$ cat config.mk
export PLATFORM = sky130hd
export DESIGN_NAME = jtopl_cpu_wr_flat
export DESIGN_NICKNAME = d
export VERILOG_FILES = /design/src/rtl/jtopl_pkg.sv /design/src/rtl/jtopl_cpu_wr_if.sv /design/src/rtl/jtopl_wr_fifo.sv /design/src/rtl/jtopl_cpu_wr.sv /design/src/flat_wrapper.sv
export SDC_FILE = /design/constraint.sdc
export NUM_CORES = 1
export LEC_CHECK = 0
export BUFFER_PORTS_ARGS = -buffer_cell sky130_fd_sc_hd__buf_2
export CAP_MARGIN = 10
export CORE_MARGIN = 2
export CORE_UTILIZATION = 44
export DETAILED_ROUTE_END_ITERATION = 8
export PLACE_DENSITY = 0.7
export SYNTH_ARGS = -nofsm -noshare
export SYNTH_HDL_FRONTEND = slang
export SYNTH_HIERARCHICAL = 1
export SYNTH_SLANG_ARGS = --single-unit
$ cat constraint.sdc
create_clock -name clk -period 2.5 [get_ports clk]
set_input_delay 0.5 -clock clk [delete_from_list [all_inputs] [get_ports clk]]
set_output_delay 0.5 -clock clk [all_outputs]
set_load 0.01 [all_outputs]
$ cat src/rtl/jtopl_pkg.sv
// Shared definitions for the OPL CPU-port write sequencer.
//   - FSM state encoding
//   - request word layout {rd, reg[7:0], val[7:0]} (17 bits)
//   - chip post-write recovery defaults
package jtopl_pkg;

  typedef enum logic [3:0] {
    IDLE     = 4'd0,
    ADR_SET  = 4'd1,
    ADR_STB  = 4'd2,
    ADR_WAIT = 4'd3,
    DAT_SET  = 4'd4,
    DAT_STB  = 4'd5,
    DAT_WAIT = 4'd6,
    RD_SET   = 4'd7,
    RD_STB   = 4'd8
  } state_t;

  localparam int REQ_W       = 17;
  localparam int REQ_RD      = 16;
  localparam int REQ_REG_LSB = 8;
  localparam int REQ_VAL_LSB = 0;

  // Recovery time the chip needs after an address / data write (cen cycles)
  localparam int OPL_ADDR_WAIT = 12;
  localparam int OPL_DATA_WAIT = 84;

  function automatic int max3(input int a, input int b, input int c);
    int m;
    m = (a > b) ? a : b;
    return (m > c) ? m : c;
  endfunction

endpackage

$ cat src/rtl/jtopl_cpu_wr_if.sv
// Host request / read-response bundle for jtopl_cpu_wr.
//   req_valid/req_ready : push handshake
//   req_rd/req_reg/req_val : request payload
//   rd_valid/rd_data    : status-read result (one-clk pulse)
interface jtopl_cpu_wr_if;
  logic       req_valid;
  logic       req_ready;
  logic       req_rd;
  logic [7:0] req_reg;
  logic [7:0] req_val;
  logic       rd_valid;
  logic [7:0] rd_data;

  modport master (output req_valid, req_rd, req_reg, req_val,
                  input  req_ready, rd_valid, rd_data);
  modport slave  (input  req_valid, req_rd, req_reg, req_val,
                  output req_ready, rd_valid, rd_data);
endinterface

$ cat src/rtl/jtopl_wr_fifo.sv
// Request FIFO. Pointers carry an extra wrap bit so full/empty need no
// separate counter. Read data is the combinational head entry.
//   clk, rst_n : clock, async active-low reset
//   push, din  : write port (caller guarantees !full || pop)
//   pop, dout  : read port (caller guarantees !empty)
//   full, empty: status
module jtopl_wr_fifo
  import jtopl_pkg::*;
#(
  parameter int DEPTH = 4
)(
  input  logic             clk,
  input  logic             rst_n,
  input  logic             push,
  input  logic             pop,
  input  logic [REQ_W-1:0] din,
  output logic [REQ_W-1:0] dout,
  output logic             full,
  output logic             empty
);
  localparam int AW = $clog2(DEPTH);

  logic [REQ_W-1:0] mem [DEPTH];
  logic [AW:0]      wr_ptr, rd_ptr;

  assign empty = (wr_ptr == rd_ptr);
  assign full  = (wr_ptr[AW] != rd_ptr[AW]) && (wr_ptr[AW-1:0] == rd_ptr[AW-1:0]);
  assign dout  = mem[rd_ptr[AW-1:0]];

  always_ff @(posedge clk or negedge rst_n) begin
    if (!rst_n) begin
      wr_ptr <= '0;
      rd_ptr <= '0;
    end else begin
      if (push) wr_ptr <= wr_ptr + (AW+1)'(1);
      if (pop)  rd_ptr <= rd_ptr + (AW+1)'(1);
    end
  end

  // When full, push and pop hit the same slot; the pop reads the old
  // entry through dout before this edge overwrites it.
  always_ff @(posedge clk) begin
    if (push) mem[wr_ptr[AW-1:0]] <= din;
  end

endmodule

$ cat src/rtl/jtopl_cpu_wr.sv
// Bus master for the OPL CPU port. Queues register writes and status reads,
// then plays each write as address strobe / address recovery / data strobe /
// data recovery, and each read as a cs_n-only strobe with a sample of dout.
//   clk, rst_n, cen : clock, async active-low reset, chip clock enable
//   bus             : request push + read-result pulse
//   busy            : queue non-empty or sequence in progress
//   opl_*           : registered chip CPU port, opl_dout = chip status
module jtopl_cpu_wr
  import jtopl_pkg::*;
#(
  parameter int DEPTH     = 4,
  parameter int STB_LEN   = 2,
  parameter int ADDR_WAIT = OPL_ADDR_WAIT,
  parameter int DATA_WAIT = OPL_DATA_WAIT
)(
  input  logic         clk,
  input  logic         rst_n,
  input  logic         cen,
  jtopl_cpu_wr_if.slave bus,
  output logic         busy,
  output logic         opl_addr,
  output logic [7:0]   opl_din,
  output logic         opl_cs_n,
  output logic         opl_wr_n,
  input  logic [7:0]   opl_dout
);
  localparam int AW_EFF = (ADDR_WAIT < 1) ? 1 : ADDR_WAIT;
  localparam int DW_EFF = (DATA_WAIT < 1) ? 1 : DATA_WAIT;
  localparam int CW     = $clog2(max3(STB_LEN, ADDR_WAIT, DATA_WAIT) + 1);

  // Counters load length-1 on state entry and leave the state at zero
  localparam logic [CW-1:0] STB_LD = CW'(STB_LEN - 1);
  localparam logic [CW-1:0] ADR_LD = CW'(AW_EFF - 1);
  localparam logic [CW-1:0] DAT_LD = CW'(DW_EFF - 1);

  state_t           state;
  logic [CW-1:0]    cnt;
  logic [7:0]       hold_val;
  logic             rd_pend;
  logic [7:0]       rd_smp;
  logic             rd_valid_r;
  logic [7:0]       rd_data_r;

  logic             push, pop, full, empty;
  logic [REQ_W-1:0] fifo_din, fifo_dout;

  assign pop           = cen && (state == IDLE) && !empty;
  assign bus.req_ready = !full || pop;
  assign push          = bus.req_valid && bus.req_ready;
  assign fifo_din      = {bus.req_rd, bus.req_reg, bus.req_val};
  assign busy          = !empty || (state != IDLE);
  assign bus.rd_valid  = rd_valid_r;
  assign bus.rd_data   = rd_data_r;

  jtopl_wr_fifo #(.DEPTH(DEPTH)) u_fifo (
    .clk  (clk),
    .rst_n(rst_n),
    .push (push),
    .pop  (pop),
    .din  (fifo_din),
    .dout (fifo_dout),
    .full (full),
    .empty(empty)
  );

  always_ff @(posedge clk or negedge rst_n) begin
    if (!rst_n) begin
      state      <= IDLE;
      cnt        <= '0;
      hold_val   <= '0;
      rd_pend    <= 1'b0;
      rd_smp     <= '0;
      rd_valid_r <= 1'b0;
      rd_data_r  <= '0;
      opl_addr   <= 1'b0;
      opl_din    <= '0;
      opl_cs_n   <= 1'b1;
      opl_wr_n   <= 1'b1;
    end else begin
      // Result presentation runs on clk, not cen, so the pulse is one clk wide
      rd_valid_r <= rd_pend;
      if (rd_pend) rd_data_r <= rd_smp;
      rd_pend <= 1'b0;
      if (cen) begin
        case (state)
          IDLE: if (!empty) begin
            hold_val <= fifo_dout[REQ_VAL_LSB +: 8];
            opl_addr <= 1'b0;
            opl_cs_n <= 1'b1;
            opl_wr_n <= 1'b1;
            if (fifo_dout[REQ_RD]) begin
              state <= RD_SET;
            end else begin
              opl_din <= fifo_dout[REQ_REG_LSB +: 8];
              state   <= ADR_SET;
            end
          end
          ADR_SET: begin
            opl_cs_n <= 1'b0;
            opl_wr_n <= 1'b0;
            cnt      <= STB_LD;
            state    <= ADR_STB;
          end
          ADR_STB: if (cnt == '0) begin
            opl_cs_n <= 1'b1;
            opl_wr_n <= 1'b1;
            cnt      <= ADR_LD;
            state    <= ADR_WAIT;
          end else cnt <= cnt - CW'(1);
          ADR_WAIT: if (cnt == '0) begin
            opl_addr <= 1'b1;
            opl_din  <= hold_val;
            state    <= DAT_SET;
          end else cnt <= cnt - CW'(1);
          DAT_SET: begin
            opl_cs_n <= 1'b0;
            opl_wr_n <= 1'b0;
            cnt      <= STB_LD;
            state    <= DAT_STB;
          end
          DAT_STB: if (cnt == '0) begin
            opl_cs_n <= 1'b1;
            opl_wr_n <= 1'b1;
            cnt      <= DAT_LD;
            state    <= DAT_WAIT;
          end else cnt <= cnt - CW'(1);
          DAT_WAIT: if (cnt == '0) state <= IDLE;
                    else cnt <= cnt - CW'(1);
          RD_SET: begin
            opl_cs_n <= 1'b0;
            cnt      <= STB_LD;
            state    <= RD_STB;
          end
          RD_STB: if (cnt == '0) begin
            opl_cs_n <= 1'b1;
            rd_smp   <= opl_dout;
            rd_pend  <= 1'b1;
            state    <= IDLE;
          end else cnt <= cnt - CW'(1);
          default: state <= IDLE;
        endcase
      end
    end
  end

endmodule

$ cat src/flat_wrapper.sv
// flat-port wrapper written by rule: the top's interface ports become plain ports
module jtopl_cpu_wr_flat import jtopl_pkg::*;
#(
  parameter int DEPTH     = 4,
  parameter int STB_LEN   = 2,
  parameter int ADDR_WAIT = OPL_ADDR_WAIT,
  parameter int DATA_WAIT = OPL_DATA_WAIT
)
  (clk, rst_n, cen, busy, opl_addr, opl_din, opl_cs_n, opl_wr_n, opl_dout, bus_req_valid, bus_req_rd, bus_req_reg, bus_req_val, bus_req_ready, bus_rd_valid, bus_rd_data);
  jtopl_cpu_wr_if bus_i ();
  input  logic clk;
  input  logic rst_n;
  input  logic cen;
  output logic busy;
  output logic opl_addr;
  output logic [7:0] opl_din;
  output logic opl_cs_n;
  output logic opl_wr_n;
  input  logic [7:0] opl_dout;
  input wire logic [$bits(bus_i.req_valid)-1:0] bus_req_valid;
  input wire logic [$bits(bus_i.req_rd)-1:0] bus_req_rd;
  input wire logic [$bits(bus_i.req_reg)-1:0] bus_req_reg;
  input wire logic [$bits(bus_i.req_val)-1:0] bus_req_val;
  output wire logic [$bits(bus_i.req_ready)-1:0] bus_req_ready;
  output wire logic [$bits(bus_i.rd_valid)-1:0] bus_rd_valid;
  output wire logic [$bits(bus_i.rd_data)-1:0] bus_rd_data;
  assign bus_i.req_valid = bus_req_valid;
  assign bus_i.req_rd = bus_req_rd;
  assign bus_i.req_reg = bus_req_reg;
  assign bus_i.req_val = bus_req_val;
  assign bus_req_ready = bus_i.req_ready;
  assign bus_rd_valid = bus_i.rd_valid;
  assign bus_rd_data = bus_i.rd_data;
  jtopl_cpu_wr #(.DEPTH(DEPTH), .STB_LEN(STB_LEN), .ADDR_WAIT(ADDR_WAIT), .DATA_WAIT(DATA_WAIT)) u_core (.clk(clk), .rst_n(rst_n), .cen(cen), .bus(bus_i), .busy(busy), .opl_addr(opl_addr), .opl_din(opl_din), .opl_cs_n(opl_cs_n), .opl_wr_n(opl_wr_n), .opl_dout(opl_dout));
endmodule
## After elaboration in Yosys (flattened, before gate mapping)

Memories as Yosys holds them, arrays and structs flattened.
Index checks and enable logic that the tools add are counted.

| storage, ports and cells | value |
|---|---|
| flip-flop bits (word level) | 54 |
| memory bits (writable) | 68 |
| bits of input ports | 29 |
| output and inout port bits | 22 |
| logic and storage cells | 93 |
| memories kept | 1 |

Memory list:

| name | depth | width | read ports | clocked after Yosys merged registers in | write ports | line | text |
|---|---|---|---|---|---|---|---|
| u_core.u_fifo.mem | 4 | 17 | 1 | 0 | 1 | jtopl_wr_fifo.sv:23 | `logic [REQ_W-1:0] mem [DEPTH];` |

| operators by class | value |
|---|---|
| $add $sub $neg | 3 |
| eq/ne operators | 20 |
| multiplexer cells | 26 |
| bitwise gates (word level) | 1 |
| reductions and logical operators | 29 |

Operators with widths:

| operator | count |
|---|---|
| $pmux W4 S8 | 1 |
| $pmux W7 S4 | 1 |
| $mux W8 | 3 |
| $mux W7 | 3 |
| $mux W4 | 5 |
| $eq A4 B3 Y1 const B | 4 |
| $pmux W8 S2 | 1 |
| $ne A2 B1 Y1 const B | 6 |
| $reduce_and A4 Y1 | 3 |
| $reduce_and A3 Y1 | 3 |
| $reduce_or A3 Y1 | 3 |
| $eq A4 B2 Y1 const B | 2 |
| $mux W1 | 8 |
| $reduce_bool A4 Y1 | 2 |
| $logic_not A7 Y1 | 1 |
| $sub A7 B1 Y7 const B | 1 |
| $add A3 B1 Y3 const B | 2 |
| $ne A2 B2 Y1 const B | 3 |
| $pmux W1 S3 | 2 |
| $reduce_and A6 Y1 | 1 |
| $reduce_bool A3 Y1 | 2 |
| $reduce_or A2 Y1 | 3 |
| $reduce_and A5 Y1 | 1 |
| $eq A4 B1 Y1 const B | 1 |
| other kinds (12) | 17 |

## Logic depth before layout (Yosys ltp)

| logic depth | value |
|---|---|
| depth after elaboration | 7 |
| depth in mapped cells | 10 |
| depth with buffers taken out | 7 |

## Cells and area by module

Netlist, hierarchy kept.

By module, submodules not included:

| module | instances | cells each | area each (µm²) | seq. area each (µm²) |
|---|---|---|---|---|
| jtopl_wr_fifo | 1 | 119 | 2842.7 | 2192.1 |
| jtopl_cpu_wr | 1 | 243 | 2477.4 | 1203.7 |

## Worst setup path before layout

No wires, ideal clock.

| path | value |
|---|---|
| path kind | register to register |
| start | register u_core.u_fifo.rd_ptr[0] |
| end | register u_core.u_fifo.wr_ptr[2] |
| library setup time | 156 ps |
| arrival | 2529 ps |
| data required time | 2344 ps |
| path slack | -185 ps |
| cell stages (with the launch flop) | 11 |
| path buffers | 3 |
| period minus slack after synthesis | 2685 ps |
| cells stage by stage | dfrtp_1 buf_6 buf_12 xor2_1 nor3b_1 nand3b_1 clkbuf_1 nand2_1 and2_1 and2_1 xor2_1 |

| on the way | value |
|---|---|
| word-level cells in the longest chain between the ends | 5 |
| elaborated cells on any way between the ends | 8 |
| classes of those cells | eq/ne: 2; reduce/logical: 6 |

RTL lines:

| element | line | text |
|---|---|---|
| start, declared | jtopl_wr_fifo.sv:24 | `logic [AW:0] wr_ptr, rd_ptr;` |
| start signal, assigned | jtopl_wr_fifo.sv:36 | `if (pop) rd_ptr <= rd_ptr + (AW+1)'(1);` |
| $eq A3 B3 Y1 | jtopl_wr_fifo.sv:26 | `assign empty = (wr_ptr == rd_ptr);` |
| named net u_core.empty | jtopl_cpu_wr.sv:44 | `logic push, pop, full, empty;` |
| $logic_not A1 Y1 | jtopl_cpu_wr.sv:47 | `assign pop = cen && (state == IDLE) && !empty;` |
| $logic_and A1 B1 Y1 | jtopl_cpu_wr.sv:47 |  |
| $logic_or A1 B1 Y1 | jtopl_cpu_wr.sv:48 | `assign bus.req_ready = !full \|\| pop;` |
| named net bus_req_ready | flat_wrapper.sv:24 | `output wire logic [$bits(bus_i.req_ready)-1:0] bus_req_ready;` |
| $logic_and A1 B1 Y1 | jtopl_cpu_wr.sv:49 | `assign push = bus.req_valid && bus.req_ready;` |
| named net u_core.push | jtopl_cpu_wr.sv:44 |  |
| end signal, assigned | jtopl_wr_fifo.sv:35 | `if (push) wr_ptr <= wr_ptr + (AW+1)'(1);` |
| end, declared | jtopl_wr_fifo.sv:24 |  |

The timed path passes the listed nets, and every way through them passes these cells.
A chain may end at the register's enable or synchronous reset.

## Worst setup path in the final report

| path | value |
|---|---|
| start | register u_core.cnt[0] |
| end | register u_core.state[0] |

| on the way | value |
|---|---|
| word-level cells in the longest chain between the ends | 3 |
| elaborated cells on any way between the ends | 6 |
| classes of those cells | eq/ne: 4; reduce/logical: 2 |

RTL lines:

| element | line | text |
|---|---|---|
| start, declared | jtopl_cpu_wr.sv:37 | `logic [CW-1:0] cnt;` |
| start signal, assigned | jtopl_cpu_wr.sv:109 | `end else cnt <= cnt - CW'(1);` |
| start signal, assigned | jtopl_cpu_wr.sv:114 | `end else cnt <= cnt - CW'(1);` |
| start signal, assigned | jtopl_cpu_wr.sv:126 | `end else cnt <= cnt - CW'(1);` |
| $logic_not A7 Y1 * | - |  |
| $ne A2 B1 Y1 (no line) | - |  |
| $reduce_and A6 Y1 (no line) * | - |  |
| end signal, assigned | jtopl_cpu_wr.sv:108 | `state <= ADR_WAIT;` |
| end signal, assigned | jtopl_cpu_wr.sv:113 | `state <= DAT_SET;` |
| end signal, assigned | jtopl_cpu_wr.sv:127 | `DAT_WAIT: if (cnt == '0) state <= IDLE;` |
| end, declared | jtopl_cpu_wr.sv:36 | `state_t state;` |

Every way passes the cells marked *; elsewhere a longest branch is shown, timed or not.

==> impl_metrics.json <==
{
  "status": "finished clean",
  "die_h_um": 114,
  "crit_end": "u_core/state[0]",
  "seq_power_share_pct": 37.6,
  "die-area_um2": 13000,
  "ys_seq_area_share_pct": 63.8,
  "synth_edf_count": 68,
  "slew_violations": 0,
  "r2r-end": "u_core/state[0]",
  "fp.coreArea_um2": 11900,
  "max_stage_delay_ns": 0.44,
  "hp-class": "primary input to async pin",
  "routed-via-count": 3184,
  "switching_power_mw": 2.51,
  "ir_drop_v": 0.000617,
  "finalHoldViolations": 0,
  "num_io_pins": 51,
  "final_layout_size_suffix_gt1_share_pct": 31.4,
  "cts_tree": "yes",
  "fin_nets": 465,
  "finalInstanceArea_um2": 6390,
  "cap_violations": 0,
  "vias_per_cell": 5.40,
  "p_sw_share_pct": 31.8,
  "yosysMostFrequentCell": "edfxtp_1",
  "yosysUniqueCellTypes": 62,
  "clkTransAtPathRegs_ns": 0.06,
  "synth-main-ff-cell": "edfxtp_1",
  "layout_min_cycle_time_ns": 2.23,
  "synthTopCellsByCount": "edfxtp_1, dfrtp_1, nand2_1",
  "max_freq_mhz": 448,
  "antenna_left": 0,
  "arrival_ns": 2.58,
  "postCtsSetupRepairBufs": 0,
  "worstSetupStartpointType": "register",
  "pwr-share-comb_pct": 31.6,
  "fin_crit_sh_pct": 89.3,
  "path_max_fanout": 8,
  "synthesis.nets": 397,
  "cts_made_buffers": 17,
  "power_density_nw_per_um2": 1240,
  "postSynthCellCount": 362,
  "place_hpwl_mm": 6.43,
  "routed_wl_mm": 10.1,
  "p_leak_nw": 2.65,
  "clk_latency_ns": 0.41,
  "critical_path.startpoint": "u_core/cnt[0]",
  "cts_root_buf": "clkbuf_16",
  "die_w_um": 114,
  "synth-seq-cells": 122,
  "rsz0062_at_grt": "no",
  "cts.repair.resized": 0,
  "regToRegSetupSlack_ns": 0.27,
  "netlist.area_leader.share_pct": 38.4,
  "p_int_mw": 5.39,
  "worst_path_max_delay_cell": "a2111oi_0",
  "worst_pin_slew_ns": 0.711,
  "setup_slack_ns": 0.267,
  "first_iter_violations": 162,
  "grt-ovfl-total": 0,
  "power.total_mw": 7.90,
  "initial_core_util_pct": 44.7,
  "grt_pass1_wl_mm": 16.3,
  "grt_pass1_vias": 3224,
  "synth_area_leaders": "edfxtp_1, dfrtp_1, mux4_1",
  "row_count": 40,
  "synth_top_area_cell": "edfxtp_1",
  "area.growth.synth_to_final_pct": 20.2,
  "hold-worst-slack_ns": 0.122,
  "drcViolationCount": 0,
  "grt.total_usage_pct": 16.9,
  "pre_cts_slack_ns": 0.272,
  "placed_cell_area_um2": 5800,
  "fin_skew_ns": 0.00824,
  "critical_path_class": "register to register",
  "ctsHoldBuffers": 0,
  "gp_congestion": 0.818,
  "r2r_start": "u_core/cnt[0]",
  "portBuffers": 50,
  "worst-r2r-cell-count": 8,
  "clockBufferDepth": 2,
  "power.share.clock_pct": 30.8,
  "grt_max_degree": 30,
  "first_pass_iters": 4,
  "setup_violations": 0,
  "synthArstFlopShare_pct": 44.3,
  "antenna_found_initial": 0,
  "htree_levels": 4,
  "tns_ns": 0,
  "post_drt_wl_per_cell_um": 17.1,
  "netlist_area_um2": 5320,
  "clock_sinks": 122,
  "syn_avg_cell_area_um2": 14.7,
  "diodes": 0,
  "slew_headroom_pct": 52.6,
  "synth_warnings": 6,
  "crit_chain": "inv_1 -> ha_1 -> nor3b_2 -> and2_1 -> buf_4 -> o21ai_2 -> a2111oi_0 -> a21o_1",
  "worstSetupEndpointType": "register",
  "cp.required_ns": 2.84
}
sequential cells by signal, summed over array words and instances, names as in the netlist, 3 cells and up:
signal	flops
u_core/bus.rd_data	8
u_core/u_fifo/rd_ptr	3
u_core/cnt	7
u_core/hold_val	8
u_core/state	4
u_core/u_fifo/wr_ptr	3
u_core/u_fifo/mem	68
u_core/rd_smp	8
u_core/opl_din	8
power groups by stage:
stage	clock network, mW	logic (mW)	registers [mW]
after global placement	0	2.45	2.98
after detailed placement	0	2.50	3.00
after floorplan	0	1.85	2.96
after CTS	2.48	2.52	2.98
final	2.43	2.49	2.97
after global routing	2.57	2.76	3.03
metrics by stage:
step | util [%] | instances
floorplan | - | 362
global placement | 48.7 | 558
detailed placement | 48.7 | 558
CTS | 53.7 | 590
global route | 53.7 | 590
finish | 53.7 | 590
worst min-delay path by stage:
stage / from / to / slack (ns) / cells after the start
3_5_place_dp: u_core/hold_val[5] / u_core/hold_val[5] / 0.47 / 2
2_1_floorplan: rst_n / u_core/bus.rd_data[0] / 0.20 / 0
6_report: rst_n / u_core/opl_din[4] / 0.12 / 1
5_1_grt: rst_n / u_core/opl_din[4] / 0.15 / 1
3_3_place_gp: u_core/hold_val[2] / u_core/hold_val[2] / 0.46 / 2
4_1_cts: rst_n / u_core/opl_din[4] / 0.13 / 1
worst max-delay path, delay by kind of cell, from the launching register on:
kind	cells	cell delay, ns
compound gates	3	0.72
simple gates	2	0.65
fa+ha+maj	1	0.17
buf+inv	2	0.25
flops	1	0.39
cell usage in the layout, fill, tap and decap left out, drive strengths merged, types with 6 or more instances in the layout:
| cell | count |
|---|---|
| and2 | 7 |
| mux4 | 17 |
| inv | 12 |
| dfrtp | 52 |
| a21oi | 9 |
| mux2i | 12 |
| edfxtp | 68 |
| mux2 | 17 |
| nand2 | 45 |
| ha | 6 |
| clkbuf | 20 |
| clkinv | 8 |
| o21ai | 21 |
| buf | 68 |
| xor2 | 6 |
kinds of logic (layout without fill, tap and decap cells):
logic type	Yosys count	count (layout)	synth area share [%]
compound gates	59	59	7.46
xor+xnor	9	9	1.48
fa+ha+maj	6	6	1.41
buf+inv	30	111	2.87
flops	122	122	63.8
mux	46	46	13.7
simple gates	90	90	9.27
routing by layer:
metal	GRT usage, %	vias to the layer above	share of wire (%)
li1	-	1505	-
met1	20.3	1588	43
met2	28.1	78	50
met3	5.84	13	5.0
met4	6.34	0	1.5
met5	0	-	0
final cells by class:
class / instances / area (um2)
clock inverters: 12 / 146
inverters: 11 / 41.3
repair buffers: 68 / 398
flip-flops and latches: 122 / 3400
fillers: 985 / 5520
clock buffers: 20 / 447
well taps: 147 / 184
multi-input cells: 210 / 1780
Note: power is estimated with default switching activity, not from simulation.
